--- config.mk ---
export PLATFORM = sky130hd
export DESIGN_NAME = defog_mode_ctrl
export DESIGN_NICKNAME = d
export VERILOG_FILES = /design/src/rtl/defog_mode_ctrl.sv
export SDC_FILE = /design/constraint.sdc
export NUM_CORES = 1
export LEC_CHECK = 0
export BUFFER_PORTS_ARGS = -buffer_cell sky130_fd_sc_hd__buf_2
export CORE_ASPECT_RATIO = 0.75
export CORE_UTILIZATION = 35
export CTS_BUF_LIST = sky130_fd_sc_hd__clkbuf_16
export DETAILED_ROUTE_END_ITERATION = 16
export HOLD_SLACK_MARGIN = 0.06
export SLEW_MARGIN = 0
export SYNTH_ARGS = -nofsm -noshare
export SYNTH_HDL_FRONTEND = slang
export SYNTH_SLANG_ARGS = --single-unit
--- constraint.sdc ---
create_clock -name pixelclk -period 1.9 [get_ports pixelclk]
set_input_delay 0 -clock pixelclk [delete_from_list [all_inputs] [get_ports pixelclk]]
set_output_delay 0 -clock pixelclk [all_outputs]
set_load 0.05 [all_outputs]
--- src/rtl/defog_mode_ctrl.sv ---
// Defog display-path mode controller: debounces the board switches, decodes a
// stage select and applies it only at frame starts, blanking while the pipeline refills.
module defog_mode_ctrl #(
    parameter int unsigned DEBOUNCE_CYCLES = 1000000,
    parameter int unsigned SETTLE_FRAMES   = 2,
    parameter int unsigned CNT_W           = 20
) (
    input  logic        pixelclk,
    input  logic        reset,
    input  logic [2:0]  sw,
    input  logic        i_vsync,
    output logic [1:0]  o_sel,
    output logic        o_blank,
    output logic        o_switching,
    output logic [15:0] o_frame_cnt
);

    localparam int unsigned SCNT_W = (SETTLE_FRAMES < 2) ? 1 : $clog2(SETTLE_FRAMES + 1);
    localparam logic [CNT_W-1:0]  CNT_LAST  = CNT_W'(DEBOUNCE_CYCLES - 1);
    localparam logic [SCNT_W-1:0] SCNT_INIT = SCNT_W'(SETTLE_FRAMES);

    typedef enum logic [1:0] {
        RUN    = 2'd0,
        PEND   = 2'd1,
        SETTLE = 2'd2
    } state_t;

    logic [2:0]        swMeta_q;
    logic [2:0]        swSync_q;
    logic [2:0]        cand_q;
    logic [2:0]        cand_d;
    logic [2:0]        stable_q;
    logic [2:0]        stable_d;
    logic [CNT_W-1:0]  cnt_q;
    logic [CNT_W-1:0]  cnt_d;
    logic [1:0]        reqSel;

    logic              vsPrev_q;
    logic              vsArm_q;
    logic              frameStart;
    logic [15:0]       frameCnt_q;

    state_t            state_q;
    logic [SCNT_W-1:0] scnt_q;
    logic [1:0]        sel_q;
    logic              blank_q;
    logic              switching_q;

    always_comb begin
        cand_d   = cand_q;
        cnt_d    = cnt_q;
        stable_d = stable_q;
        if (swSync_q != cand_q) begin
            cand_d = swSync_q;
            cnt_d  = '0;
        end else if (cnt_q == CNT_LAST) begin
            stable_d = cand_q;
        end else begin
            cnt_d = cnt_q + CNT_W'(1);
        end
    end

    always_ff @(posedge pixelclk) begin
        if (reset) begin
            swMeta_q <= '0;
            swSync_q <= '0;
            cand_q   <= '0;
            cnt_q    <= '0;
            stable_q <= '0;
        end else begin
            swMeta_q <= sw;
            swSync_q <= swMeta_q;
            cand_q   <= cand_d;
            cnt_q    <= cnt_d;
            stable_q <= stable_d;
        end
    end

    // Only a single clean one-hot switch pattern selects a stage; anything else is bypass.
    always_comb begin
        case (stable_q)
            3'b001:  reqSel = 2'd1;
            3'b010:  reqSel = 2'd2;
            3'b100:  reqSel = 2'd3;
            default: reqSel = 2'd0;
        endcase
    end

    // vsArm_q stays low until vsync has been seen low after reset, so a vsync
    // already high at reset release is not mistaken for a fresh frame start.
    assign frameStart = i_vsync & ~vsPrev_q & vsArm_q;

    always_ff @(posedge pixelclk) begin
        if (reset) begin
            vsPrev_q   <= 1'b0;
            vsArm_q    <= 1'b0;
            frameCnt_q <= '0;
        end else begin
            vsPrev_q <= i_vsync;
            if (!i_vsync) begin
                vsArm_q <= 1'b1;
            end
            if (frameStart) begin
                frameCnt_q <= frameCnt_q + 16'd1;
            end
        end
    end

    // Select changes land on a frame start; blanking then spans whole frames.
    always_ff @(posedge pixelclk) begin
        if (reset) begin
            state_q     <= RUN;
            scnt_q      <= '0;
            sel_q       <= 2'd0;
            blank_q     <= 1'b0;
            switching_q <= 1'b0;
        end else begin
            case (state_q)
                RUN: begin
                    if (reqSel != sel_q) begin
                        state_q     <= PEND;
                        switching_q <= 1'b1;
                    end
                end
                PEND: begin
                    if (reqSel == sel_q) begin
                        state_q     <= RUN;
                        switching_q <= 1'b0;
                    end else if (frameStart) begin
                        sel_q <= reqSel;
                        if (SETTLE_FRAMES == 0) begin
                            state_q     <= RUN;
                            switching_q <= 1'b0;
                        end else begin
                            blank_q <= 1'b1;
                            scnt_q  <= SCNT_INIT;
                            state_q <= SETTLE;
                        end
                    end
                end
                SETTLE: begin
                    if (frameStart) begin
                        if (scnt_q == SCNT_W'(1)) begin
                            blank_q     <= 1'b0;
                            state_q     <= RUN;
                            switching_q <= 1'b0;
                        end else begin
                            scnt_q <= scnt_q - SCNT_W'(1);
                        end
                    end
                end
                default: begin
                    state_q     <= RUN;
                    switching_q <= 1'b0;
                end
            endcase
        end
    end

    assign o_sel       = sel_q;
    assign o_blank     = blank_q;
    assign o_switching = switching_q;
    assign o_frame_cnt = frameCnt_q;

endmodule

==> results of run 1 <==
-- layer usage --
metal,track usage (%),routed length (um)
met1,18.60,2462
met2,19.25,1832
met3,5.963,235
met4,6.280,40
met5,0,0
-- cell usage after synthesis, types with 2 or more instances --
| cell type | count |
|---|---|
| sky130_fd_sc_hd__a21oi_1 | 9 |
| sky130_fd_sc_hd__and3_1 | 4 |
| sky130_fd_sc_hd__and3b_1 | 2 |
| sky130_fd_sc_hd__and4_1 | 3 |
| sky130_fd_sc_hd__buf_6 | 2 |
| sky130_fd_sc_hd__clkbuf_1 | 7 |
| sky130_fd_sc_hd__dfxtp_1 | 58 |
| sky130_fd_sc_hd__ha_1 | 3 |
| sky130_fd_sc_hd__inv_1 | 7 |
| sky130_fd_sc_hd__mux2i_1 | 6 |
| sky130_fd_sc_hd__nand2_1 | 20 |
| sky130_fd_sc_hd__nand2b_1 | 2 |
| sky130_fd_sc_hd__nand3_1 | 10 |
| sky130_fd_sc_hd__nand4_1 | 7 |
| sky130_fd_sc_hd__nand4b_1 | 2 |
| sky130_fd_sc_hd__nor2_1 | 42 |
| sky130_fd_sc_hd__nor2b_1 | 10 |
| sky130_fd_sc_hd__nor3_1 | 9 |
| sky130_fd_sc_hd__nor4b_1 | 2 |
| sky130_fd_sc_hd__o2111ai_1 | 2 |
| sky130_fd_sc_hd__o21ai_0 | 7 |
| sky130_fd_sc_hd__or2_2 | 2 |
| sky130_fd_sc_hd__or3_1 | 5 |
| sky130_fd_sc_hd__xnor2_1 | 12 |
| sky130_fd_sc_hd__xor2_1 | 22 |
-- registers in the layout, indices dropped and copies added (netlist names) --
signal       flops
cand_q           3
state_q          2
vsPrev_q         1
scnt_q           2
o_frame_cnt     16
o_sel            2
vsArm_q          1
swSync_q         3
stable_q         3
o_blank          1
swMeta_q         3
cnt_q           20
o_switching      1
-- what timing repair did --
| item | CTS | global route |
|---|---|---|
| hold endpoints to repair | 5 | 0 |
| endpoints found under the setup margin | 0 | 10 |
| hold buffers | 4 | 0 |
| gates resized for setup | 0 | 2 |
| setup buffers | 0 | 1 |
-- final cells by class --
type                       count  area [um2]  area share, %
timing repair buffer          36       217.7          6.938
inverter                       7       26.28         0.8373
clock buffer                   9       225.2          7.177
tap                           98       122.6          3.908
sequential                    58        1169          37.24
clock inverter                 7       85.08          2.711
multi-input combinational    199        1292          41.19
-- how the worst min path moves through the flow --
stage | from | endpoint | slack [ns]
floorplan | i_vsync | vsArm_q | 0.1
global placement | sw[2] | swMeta_q[2] | 0.22
detailed placement | sw[2] | swMeta_q[2] | 0.22
CTS | reset | stable_q[0] | 0.21
global route | reset | stable_q[0] | 0.23
finish | reset | o_frame_cnt[11] | 0.21
-- power groups by stage --
stage	logic [uW]	registers, uW	clock network [uW]
floorplan	52.1	1280	0
global placement	77.8	1270	0
detailed placement	77.4	1270	0
CTS	84.2	1250	1700
global route	92.9	1250	1760
finish	82.6	1250	1650
-- critical path, cell delays in order (launching register included) --
cell	delay, ns
sky130_fd_sc_hd__dfxtp_2	0.36
sky130_fd_sc_hd__ha_1	0.19
sky130_fd_sc_hd__inv_1	0.06
sky130_fd_sc_hd__or4_4	0.56
sky130_fd_sc_hd__or3_1	0.32
sky130_fd_sc_hd__a21oi_1	0.14
-- metrics by stage --
| stage | hold WS (ns) | utilization (%) | cells |
|---|---|---|---|
| after floorplan | 0.09589 | - | 276 |
| after global placement | 0.2223 | 40.15 | 393 |
| after detailed placement | 0.2185 | 40.15 | 393 |
| after CTS | 0.2068 | 45.23 | 413 |
| after global routing | 0.2266 | 45.50 | 414 |
| final | 0.2107 | 45.50 | 414 |
-- cell families (layout without fill, tap and decap cells) --
logic type      count (synthesis)  after routing  synth area share [%]
fa+ha+maj                       4              4                 1.925
xor+xnor                       34             34                 11.75
buf+inv                        19             59                 3.653
compound gates                 27             27                 7.848
flops                          58             58                 45.80
simple gates                  128            128                 26.65
mux                             6              6                 2.369
==> flow_summary.ini, run 1 <==
[clock_network]
clk_path_buf_depth = 2
cts-buffers-inserted = 9
cts_tree = done
numClockSinks = 58
clk_root_buffer_cell = sky130_fd_sc_hd__clkbuf_16
clk_latency_ns = 0.32
cts.reportedPaths.clkPinSlew_ns = 0.05
cts_htree_levels = 3

[logic_synthesis]
synth_edf_count = 0
yosys_warnings = 0
asyncSetResetFlopFracSynth_pct = 0
postSynthCellCount = 276
net_count_after_synthesis = 285
ys_top_cells_by_area = sky130_fd_sc_hd__dfxtp_1 46%, sky130_fd_sc_hd__xor2_1 7.6%, sky130_fd_sc_hd__nor2_1 6.2%, sky130_fd_sc_hd__xnor2_1 4.1%, sky130_fd_sc_hd__nand2_1 3.0%
netlist.area_leader.share_pct = 45.80
synth-seq-area-share_pct = 45.80
synth.ff_latch_count = 58
mappedNetlistArea_um2 = 2535
synth_top_cell_by_area = sky130_fd_sc_hd__dfxtp_1
synthFlopType = sky130_fd_sc_hd__dfxtp_1
syn-mean-instance-area_um2 = 9.185
post_synth_num_cell_types = 46

[floorplan]
design.core.area_um2 = 6897
dieHeight_um = 75.70
dieArea_um2 = 7590
initial_utilization_pct = 36.76
width_of_the_die_um = 100.3
boundaryPins = 26
rows = 26

[sta]
worst-slew-pin-transition_ns = 0.3830
unrepaired_setup_endpoints_after_global_routing = false
layout_worst_path_cycle_share_pct = 89.75
layout_min_cycle_time_ns = 1.705
clock_skew_ns = 0.004682
setup_slack_ns = 0.1948
setup_viol_count_final = 0
final_hold_viol_count = 0
fmax_mhz = 586.4
timing.final.max_slew_violations = 0
tns_ns = 0
worst_slew_margin_rel_pct = 74.47

[worst_setup_path]
reg2reg_setup_slack_ns = 0.19
crit-reg2reg-launch = o_frame_cnt[0]
crit_start = o_frame_cnt[0]
worst_ep_required_time_ns = 2.15
r2r_cells = 5
worst-setup-path-type = flop to flop
critical_path.endpoint = o_frame_cnt[14]
sort_of_element_at_the_end_of_the_critical_path = flop
cp.arrival_ns = 1.95
critPathMaxFanout = 5
timing.critical_path.from_type = flop
r2r_end = o_frame_cnt[14]

[pwr]
cellInternalPower_uw = 2399
power_density_nw_per_um2 = 949.8
leak_uw = 0.001189
combPwrFrac_pct = 2.8
p_total_uw = 2981
pwr-share-seq_pct = 41.8
share_clk_of_total_power_pct = 55.4
vdd_ir_drop_max_v = 0.0004481
power.share.switching_pct = 19.51
netSwitchingPower_uw = 581.4

[route]
postRouteWirelength_mm = 4.570
drt_pre_antenna_iters = 4
detailroute.via_count = 1942
drtAntennaViolNets = 0
remaining_design_rule_violation_count = 0
via_per_instance_ratio = 4.691
wl_per_cell_um = 11.04
drtIter0Drc = 67

[placement]
gp_congestion = 0.7757
placement.setup.worst_slack_ns = 0.1070
placed_area_um2 = 2769
numPortBuffers = 25
place_hpwl_mm = 3.169

[global_routing]
number_of_antenna_violations_at_the_first_check_in_global_routing = 0
grt_pass1_wl_mm = 8.052
grt_pass1_vias = 1790
grtUsageTotal_pct = 13.86
grt_start_max_net_pins = 39
gr-total-overflow = 0

[finish]
mostFrequentLayoutCell = sky130_fd_sc_hd__dfxtp_1
num_antenna_cells = 0
layout.cells.most_common_list = 52 x sky130_fd_sc_hd__dfxtp_1, 42 x sky130_fd_sc_hd__nor2_1, 25 x sky130_fd_sc_hd__buf_2, 22 x sky130_fd_sc_hd__xor2_1, 20 x sky130_fd_sc_hd__nand2_1
syn_to_final_growth_pct = 23.79
finalNetCount = 320
final_layout_size_suffix_gt1_share_pct = 19.94
finish.instance_area_um2 = 3138
layout.filler_cells = 687

[flow_run]
max-cap-violations = 0

[status]
run_status = finished, final reports clean

[worst_hold_path]
min_path_type = input pin to flop
worstHoldPathCells = 3
Power figures use the tool's default switching activity.
==> run 2, diff against run 1 <==
- GPL_TIMING_DRIVEN: not set -> 0
- PLACE_DENSITY: not set -> 0.5
==> flow_summary.ini, run 2 (synthesis gave the netlist of run 1 again) <==
[sta]
timing.final.max_slew_violations = 0
worst_slew_margin_rel_pct = 64.39
layout_worst_path_cycle_share_pct = 90.75
unrepaired_setup_endpoints_after_global_routing = false
fmax_mhz = 580.0
tns_ns = 0
layout_min_cycle_time_ns = 1.724
final_hold_viol_count = 0
setup_viol_count_final = 0
clock_skew_ns = 0.003825
worst-slew-pin-transition_ns = 0.5293

[clock_network]
cts_htree_levels = 3
clk_latency_ns = 0.31
clk_path_buf_depth = 2
cts-buffers-inserted = 9
numClockSinks = 58
cts_tree = done
cts.reportedPaths.clkPinSlew_ns = 0.05
clk_root_buffer_cell = sky130_fd_sc_hd__clkbuf_16

[flow_run]
max-cap-violations = 0

[pwr]
power_density_nw_per_um2 = 900.9
leak_uw = 0.001175
vdd_ir_drop_max_v = 0.0004001

[worst_setup_path]
cp.arrival_ns = 1.91
worstPathBufferInverterCount = 2
sort_of_element_at_the_end_of_the_critical_path = flop
worst-setup-path-type = flop to flop
crit-reg2reg-launch = cnt_q[0]
cp_slowest_stage_delay_ns = 0.38
critPathMaxFanout = 8
crit_family = simple AND/OR/NAND/NOR gates
worst_ep_required_time_ns = 2.08
series_of_cell_instances_along_the_critical_path = ha_1 > inv_1 > or2_1 > buf_6 > nor4_4 > mux2i_1 > nor2_1
worst-path-stages = 7
crit_slowest_cell = sky130_fd_sc_hd__dfxtp_1
r2r_cells = 7
timing.critical_path.from_type = flop
crit_start = cnt_q[0]

[worst_hold_path]
worstHoldPathCells = 3
min_path_type = input pin to flop
min-delay-start = reset

[placement]
numPortBuffers = 25
place_hpwl_mm = 3.424
gp_congestion = 0.7387

[finish]
max_flop_register = cnt_q
final_layout_size_suffix_gt1_share_pct = 20.00
finalNetCount = 326
mostFrequentLayoutCell = sky130_fd_sc_hd__dfxtp_1
largest_register_ff_count = 20
final_util_pct = 45.50
syn_to_final_growth_pct = 23.79
num_antenna_cells = 0
layout.cells.most_common_list = 52 x sky130_fd_sc_hd__dfxtp_1, 42 x sky130_fd_sc_hd__nor2_1, 26 x sky130_fd_sc_hd__buf_2, 22 x sky130_fd_sc_hd__xor2_1, 20 x sky130_fd_sc_hd__nand2_1

[route]
drtAntennaViolNets = 0
remaining_design_rule_violation_count = 0
detailroute.wirelength.met3_um = 221
m1WireLength_mm = 2.666
detailroute.via_count = 1933
drtIter0Drc = 60
postRouteWirelength_mm = 4.935
met2_length_mm = 2.011
highest_layer_used_for_signal_routing = met4
via_per_instance_ratio = 4.624
drt_pre_antenna_iters = 4
wl_per_cell_um = 11.81

[global_routing]
grt_start_max_net_pins = 11
grt_pass1_wl_mm = 8.307
number_of_antenna_violations_at_the_first_check_in_global_routing = 0
grtUsageTotal_pct = 14.61
gr-total-overflow = 0
grt_pass1_vias = 1774

[floorplan]
dieArea_um2 = 7590
width_of_the_die_um = 100.3
rows = 26
initial_utilization_pct = 36.76
boundaryPins = 26
design.core.area_um2 = 6897
dieHeight_um = 75.70

[status]
run_status = finished, final reports clean
run 2: what timing repair did:
item	in CTS	in global routing
endpoints found under the setup margin	0	14
gates resized for setup	0	5
endpoints found under the hold margin	5	0
buffers inserted	0	1
hold buffers	4	0
run 2: cell type report:
type                       instances  area [um2]
clock buffer                       9       225.2
tap                               98       122.6
buffer                            12       66.31
sequential                        58        1169
fill                             702        3759
inverter                           7       26.28
clock inverter                     5       47.55
timing repair buffer              30       172.7
multi-input combinational        199        1309
run 2: through the flow:
step,cell area [um2],instances,total power (uW),worst slack [ns],hold slack (ns)
2_1_floorplan,2542,276,1327,0.01999,0.09589
5_1_grt,3138,418,2948,0.03015,0.2609
3_3_place_gp,2790,399,1353,0.06341,0.2273
6_report,3138,418,2827,0.1757,0.2252
4_1_cts,3103,417,2876,0.04920,0.2232
3_5_place_dp,2790,399,1354,0.05792,0.2305
run 2: final timing paths:
kind / slack (ns) / end
max reg2reg: 0.18 / stable_q[0]
max: 0.18 / stable_q[0]
min reg2reg: 0.43 / swSync_q[1]
min: 0.23 / cand_q[1]
run 2: worst reg2reg max path, cell delays in order, from the launching register on:
cell and delay (ns):
sky130_fd_sc_hd__dfxtp_1 0.38, sky130_fd_sc_hd__ha_1 0.22, sky130_fd_sc_hd__inv_1 0.07, sky130_fd_sc_hd__or2_1 0.24, sky130_fd_sc_hd__buf_6 0.15, sky130_fd_sc_hd__nor4_4 0.25, sky130_fd_sc_hd__mux2i_1 0.23, sky130_fd_sc_hd__nor2_1 0.05
run 2: routing by layer:
layer / GRT usage [%] / vias up
li1: - / 1022
met4: 6.280 / 0
met5: 0 / -
met2: 20.24 / 35
met1: 20.21 / 872
met3: 5.505 / 4
run 2: power breakdown:
| group | leakage (uW) | switching, uW | internal (uW) |
|---|---|---|---|
| Sequential | 0.000473 | 11.3 | 1240 |
| Clock | 0.000136 | 509 | 983 |
| Combinational | 0.000567 | 54.2 | 34.1 |
